`src/rtl/relu_act_stream.sv`:
```
// Multi-lane FP16 activation stage (ReLU / clipped ReLU / leaky ReLU) with a
// two-deep valid/ready pipeline and a saturating clip-event counter.
module relu_act_stream #(
  parameter int LANES      = 4,
  parameter int EXP_W      = 5,
  parameter int MAN_W      = 10,
  parameter int LEAK_SHIFT = 3,
  parameter int CNT_W      = 16,
  localparam int DATA_W    = 1 + EXP_W + MAN_W
) (
  input  logic                    clk,
  input  logic                    rst_n,
  input  logic                    in_valid,
  output logic                    in_ready,
  input  logic [LANES*DATA_W-1:0] in_data,
  input  logic [1:0]              mode,
  input  logic [DATA_W-1:0]       ceiling,
  output logic                    out_valid,
  input  logic                    out_ready,
  output logic [LANES*DATA_W-1:0] out_data,
  output logic [CNT_W-1:0]        sat_count,
  input  logic                    sat_clr
);

  localparam int NS_W  = $clog2(LANES + 1);
  localparam int SUM_W = CNT_W + 1;
  localparam logic [EXP_W-1:0] EXP_ONES = '1;
  localparam logic [EXP_W-1:0] LEAK_E   = EXP_W'(LEAK_SHIFT);
  localparam logic [1:0] MODE_CLIP  = 2'd1;
  localparam logic [1:0] MODE_LEAKY = 2'd2;

  typedef enum logic [2:0] {CL_ZERO, CL_SUB, CL_NORM, CL_INF, CL_NAN} lane_class_e;

  // Handshake: a beat moves on a stage boundary exactly when the sender's valid
  // and the receiver's ready are both high at a rising edge; a stage that holds
  // a beat keeps it (and its data) unchanged until the next stage takes it.
  logic                    ready_en_q;
  logic                    s1_valid_q, s2_valid_q;
  logic [LANES*DATA_W-1:0] s1_data_q, s2_data_q;
  logic [1:0]              s1_mode_q;
  logic [DATA_W-1:0]       s1_ceil_q, ceil_eff;
  lane_class_e             s1_class_q [LANES];
  lane_class_e             class_d [LANES];
  logic [NS_W-1:0]         s2_nsat_q, nsat_d;
  logic [LANES*DATA_W-1:0] act_d;
  logic [CNT_W-1:0]        sat_count_q, sat_count_d;
  logic [SUM_W-1:0]        sat_sum;
  logic [DATA_W-1:0]       lane_x, lane_y;
  logic [EXP_W-1:0]        lane_e;
  logic                    s1_take, s2_adv, in_hs, out_hs;

  function automatic lane_class_e classify(input logic [DATA_W-1:0] x);
    logic [EXP_W-1:0] e;
    logic [MAN_W-1:0] f;
    e = x[DATA_W-2:MAN_W];
    f = x[MAN_W-1:0];
    if (e == '0) return (f == '0) ? CL_ZERO : CL_SUB;
    if (e == EXP_ONES) return (f == '0) ? CL_INF : CL_NAN;
    return CL_NORM;
  endfunction

  assign s2_adv   = !s2_valid_q || out_ready;
  assign s1_take  = !s1_valid_q || s2_adv;
  assign in_ready = ready_en_q && s1_take;
  assign in_hs    = in_valid && in_ready;
  assign out_hs   = s2_valid_q && out_ready;

  // A negative or NaN ceiling is folded to +0 once, at capture time.
  always_comb begin
    ceil_eff = ceiling;
    if (ceiling[DATA_W-1] || classify(ceiling) == CL_NAN) ceil_eff = '0;
    for (int i = 0; i < LANES; i++) class_d[i] = classify(in_data[i*DATA_W +: DATA_W]);
  end

  always_ff @(posedge clk or negedge rst_n) begin
    if (!rst_n) begin
      ready_en_q <= 1'b0;
      s1_valid_q <= 1'b0;
      s1_data_q  <= '0;
      s1_mode_q  <= '0;
      s1_ceil_q  <= '0;
      for (int i = 0; i < LANES; i++) s1_class_q[i] <= CL_ZERO;
    end else begin
      ready_en_q <= 1'b1;
      if (s1_take) begin
        s1_valid_q <= in_hs;
        if (in_hs) begin
          s1_data_q <= in_data;
          s1_mode_q <= mode;
          s1_ceil_q <= ceil_eff;
          for (int i = 0; i < LANES; i++) s1_class_q[i] <= class_d[i];
        end
      end
    end
  end

  always_comb begin
    act_d  = '0;
    nsat_d = '0;
    lane_x = '0;
    lane_e = '0;
    lane_y = '0;
    for (int i = 0; i < LANES; i++) begin
      lane_x = s1_data_q[i*DATA_W +: DATA_W];
      lane_e = lane_x[DATA_W-2:MAN_W];
      lane_y = '0;
      if (s1_class_q[i] == CL_NAN || (lane_x[DATA_W-1] && s1_class_q[i] == CL_ZERO)) begin
        lane_y = '0;
      end else if (!lane_x[DATA_W-1]) begin
        // Unsigned compare of the magnitude bits also catches +inf.
        if (s1_mode_q == MODE_CLIP && lane_x[DATA_W-2:0] > s1_ceil_q[DATA_W-2:0]) begin
          lane_y = s1_ceil_q;
          nsat_d = nsat_d + NS_W'(1);
        end else begin
          lane_y = lane_x;
        end
      end else if (s1_mode_q == MODE_LEAKY) begin
        if (s1_class_q[i] == CL_INF) lane_y = lane_x;
        else if (lane_e > LEAK_E) lane_y = {1'b1, lane_e - LEAK_E, lane_x[MAN_W-1:0]};
      end
      act_d[i*DATA_W +: DATA_W] = lane_y;
    end
  end

  always_ff @(posedge clk or negedge rst_n) begin
    if (!rst_n) begin
      s2_valid_q <= 1'b0;
      s2_data_q  <= '0;
      s2_nsat_q  <= '0;
    end else if (s2_adv) begin
      s2_valid_q <= s1_valid_q;
      if (s1_valid_q) begin
        s2_data_q <= act_d;
        s2_nsat_q <= nsat_d;
      end
    end
  end

  always_comb begin
    sat_count_d = sat_count_q;
    sat_sum     = {1'b0, sat_count_q} + SUM_W'(s2_nsat_q);
    if (sat_clr) sat_count_d = '0;
    else if (out_hs) sat_count_d = sat_sum[CNT_W] ? '1 : sat_sum[CNT_W-1:0];
  end

  always_ff @(posedge clk or negedge rst_n) begin
    if (!rst_n) sat_count_q <= '0;
    else        sat_count_q <= sat_count_d;
  end

  assign out_valid = s2_valid_q;
  assign out_data  = s2_data_q;
  assign sat_count = sat_count_q;

endmodule

```
`config.mk`:
```
export PLATFORM = sky130hd
export DESIGN_NAME = relu_act_stream
export DESIGN_NICKNAME = d
export VERILOG_FILES = /design/src/rtl/relu_act_stream.sv
export SDC_FILE = /design/constraint.sdc
export NUM_CORES = 1
export LEC_CHECK = 0
export ABC_AREA = 0
export CAP_MARGIN = 20
export CORE_ASPECT_RATIO = 1.75
export CORE_MARGIN = 4
export CORE_UTILIZATION = 35
export CTS_CLUSTER_SIZE = 12
export DETAILED_ROUTE_END_ITERATION = 12
export GPL_TIMING_DRIVEN = 0
export REMOVE_ABC_BUFFERS = 1
export SYNTH_ARGS = -nofsm -noshare
export SYNTH_HDL_FRONTEND = slang
export SYNTH_SLANG_ARGS = --single-unit
```
`constraint.sdc`:
```
create_clock -name clk -period 4.45 [get_ports clk]
set_input_delay 1.1125 -clock clk [delete_from_list [all_inputs] [get_ports clk]]
set_output_delay 1.1125 -clock clk [all_outputs]
set_load 0.01 [all_outputs]
```
==> run_results.csv <==
group,metric,value,unit
clocking,post_cts_buffers,0,
clocking,cts_tree,"done",
timing,worst_pin_slew,0.872,ns
synthesis,yosysTopAreaCellShare,0.454,
die,core_area,28000,um^2
die,start_util,0.355,
routing,drt-initial-drc-count,415,
die,die-area,31200,um^2
die,fp-row-count,81,
place,numPortBuffers,168,
synthesis,synthXorXnorAreaFrac,0.0166,
synthesis,yosys.area_share.simple,0.125,
clocking,root_buffer,"clkbuf_16",
timing,post-route-period-util,0.937,
synthesis,synth_cell_types,72,
clocking,post_cts_resize_count,1,
cells_and_area,design_area,12600,um^2
worst_setup_path,worstPathArrival,4.48,ns
timing,setup-violations-final,0,
worst_setup_path,cp_common_cell,"ha_1",
worst_setup_path,crit_chain,"inv_1 > ha_1 > and4_1 > nand2_1 > o31ai_1 > a21oi_4 > and2_1 > ha_1 > and2_1 > a31oi_2 > inv_1 > ha_1 > mux2_4 > ha_1 > o21ai_0 > o22ai_1",
worst_setup_path,start_kind,"flop",
power,peakVddDrop,0.321,mV
cells_and_area,drive_above_1_share,0.114,
timing,final_hold_viol_count,0,
synthesis,yosys.area_share.adder,0.0903,
place,dp_hpwl,22.6,mm
status,status,"complete, no violations",
place,place_area,12000,um^2
cells_and_area,regArea,4500,um^2
routing,drc,0,
power,power.share.combinational,0.312,
routing,wl_per_cell,20.2,um
grt,grt_start_max_net_pins,109,
synthesis,yosys_most_used_dff,"dfrtp_1",
synthesis,netlist_area,9930,um^2
cells_and_area,multiInputGateArea,5140,um^2
synthesis,ys_top_cells_by_area,"dfrtp_1 45%, ha_1 8.8%, mux2_2 7.6%",
synthesis,synth_warnings,0,
worst_setup_path,critPathCaptureType,"flop",
timing,slew_headroom,0.419,
timing,max_freq,240,MHz
job,max_cap_viol_count,0,
power,total_leakage_power,5.50,nW
grt,grt_use_total,0.195,
routing,vias,8072,
grt,grt_pass1_vias,8316,
timing,drv_slew,0,
grt,grt_pass1_wl,46.7,mm
timing,fin_skew,0.0111,ns
worst_setup_path,timing.setup.critical_path_class,"flop to flop",
synthesis,ys_top_cells_by_count,"180 x dfrtp_1, 78 x nand2_1, 70 x ha_1",
clocking,cts_made_buffers,17,
cells_and_area,fill_cells,2711,
worst_setup_path,slowest_delay,0.55,ns
synthesis,yosys_register_bits,180,
cells_and_area,utilization,0.451,
synthesis,synth-compound-area-share,0.164,
cells_and_area,n_antenna_cell,0,
power,swShare,0.326,
power,total_power,0.00556,W
synthesis,synth_top_family_by_area,"compound AO/OA/AOI/OAI gates",
synthesis,synth_mux_area_frac,0.118,
place,routabilityCongestion,0.852,
synthesis,synth_top_area_cell,"dfrtp_1",
timing,hold_ws,0.490,ns
clocking,cts_sinks,180,
cells_and_area,area_delta_synth_final,27.2,%
cells_and_area,fin_nets,1256,
timing,fin_setup_tns,0,ns
hold_path,holdCritPathClass,"flop to flop",
synthesis,synth_area_per_cell,10.6,um^2
die,ios,169,
grt,antenna_found_initial,0,
synthesis,syn_inst,940,
worst_setup_path,crit_fanout,12,
power,power_frac_clock,0.273,
routing,firstDrtPassIters,5,
power,power_density,440,nW/um^2
power,p_sw,0.00181,W
power,p_int,0.00374,W
synthesis,synthArstFlopShare,1.00,
routing,ant_nets,0,
worst_setup_path,slowest_stage,"dfrtp_1",
die,die_y,231,um
die,die_x,135,um
clocking,postCtsHoldBufs,0,
routing,via_per_inst,5.44,
synthesis,synth_edf_count,0,
clocking,path_clk_slew,0.07,ns
power,power_frac_seq,0.415,
synthesis,synth.most_common_cell,"dfrtp_1",
clocking,htreeDepth,4,
clocking,clock_latency,0.45,ns
grt,grt_overflow,0,
synthesis,seq_area_frac_synth,0.454,
clocking,cts_max_path_buffers,2,
routing,wl,29.9,mm
timing,period_needed,4.17,ns
worst_setup_path,cp.required,4.76,ns
## critical path: cells and delay by family, from the launching register on
kind	cells	cell delay [ns]
fa+ha+maj	4	1.18
buf+inv	2	0.30
mux	1	0.27
compound gates	5	1.03
simple gates	4	0.72
flops	1	0.55
## cells in the final DEF, fill, tap and decap left out, types with 17 or more instances in the layout
master and instances:
nand3_1 22, a22oi_1 20, dfrtp_1 180, mux2_2 67, clkdlybuf4s50_1 167, ha_1 70
o21ai_0 50, clkbuf_16 17, a22o_1 20, mux2i_1 33, inv_1 47, nor2_1 60
a21oi_1 34, nand2_1 76
## metal layers
layer	wire length, um	track usage	vias to the layer above
met5	0	0	-
met4	961	0.0804	0
met3	1240	0.0318	51
met2	15900	0.345	229
met1	11900	0.232	3990
li1	-	-	3802
## logic make-up (layout without fill, tap and decap cells)
group | after synthesis | in the layout
compound gates | 230 | 230
xor+xnor | 18 | 18
fa+ha+maj | 71 | 71
buf+inv | 79 | 249
flops | 180 | 180
mux | 106 | 106
other cells | 1 | 1
simple gates | 255 | 255
## area by class of cell
class / count / area share
clock inverter: 7 / 0.00783
sequential: 180 / 0.357
multi-input combinational: 681 / 0.408
clock buffer: 24 / 0.0382
timing repair buffer: 171 / 0.139
tap: 373 / 0.0370
inverter: 47 / 0.0140
## flip-flops by register name, summed over array words and instances, names as in the netlist
name	flops
out_data	64
ready_en_q	1
sat_count	16
s1_mode_q	2
s1_ceil_q	16
s1_data_q	64
out_valid	1
s2_nsat_q	3
s1_class_q	12
s1_valid_q	1
## through the flow
step | std cells | worst slack, ns
global placement | 1449 | -5.55
CTS | 1482 | 0.150
floorplan | 908 | -0.155
detailed placement | 1451 | -0.176
finish | 1483 | 0.279
global route | 1483 | -0.0192
## final timing paths
path | depth (start not counted) | end | slack [ns] | from
setup / recovery | 16 | s2_nsat_q[1] | 0.28 | s1_ceil_q[14]
hold / removal | 2 | out_data[63] | 0.49 | out_data[63]
setup reg to reg | 16 | s2_nsat_q[1] | 0.28 | s1_ceil_q[14]
hold reg to reg | 2 | out_data[63] | 0.49 | out_data[63]
max in group asynchronous | 2 | out_data[13] | 2.86 | rst_n
min in group asynchronous | 1 | s1_data_q[52] | 0.73 | rst_n
## power by group through the flow
stage / combinational (W) / clock, W / sequential, W
CTS: 0.00174 / 0.00156 / 0.00231
global placement: 0.00170 / 0 / 0.00233
detailed placement: 0.00173 / 0 / 0.00233
floorplan: 0.000896 / 0 / 0.00228
finish: 0.00173 / 0.00152 / 0.00231
global route: 0.00192 / 0.00161 / 0.00234
Power figures use the tool's default switching activity.
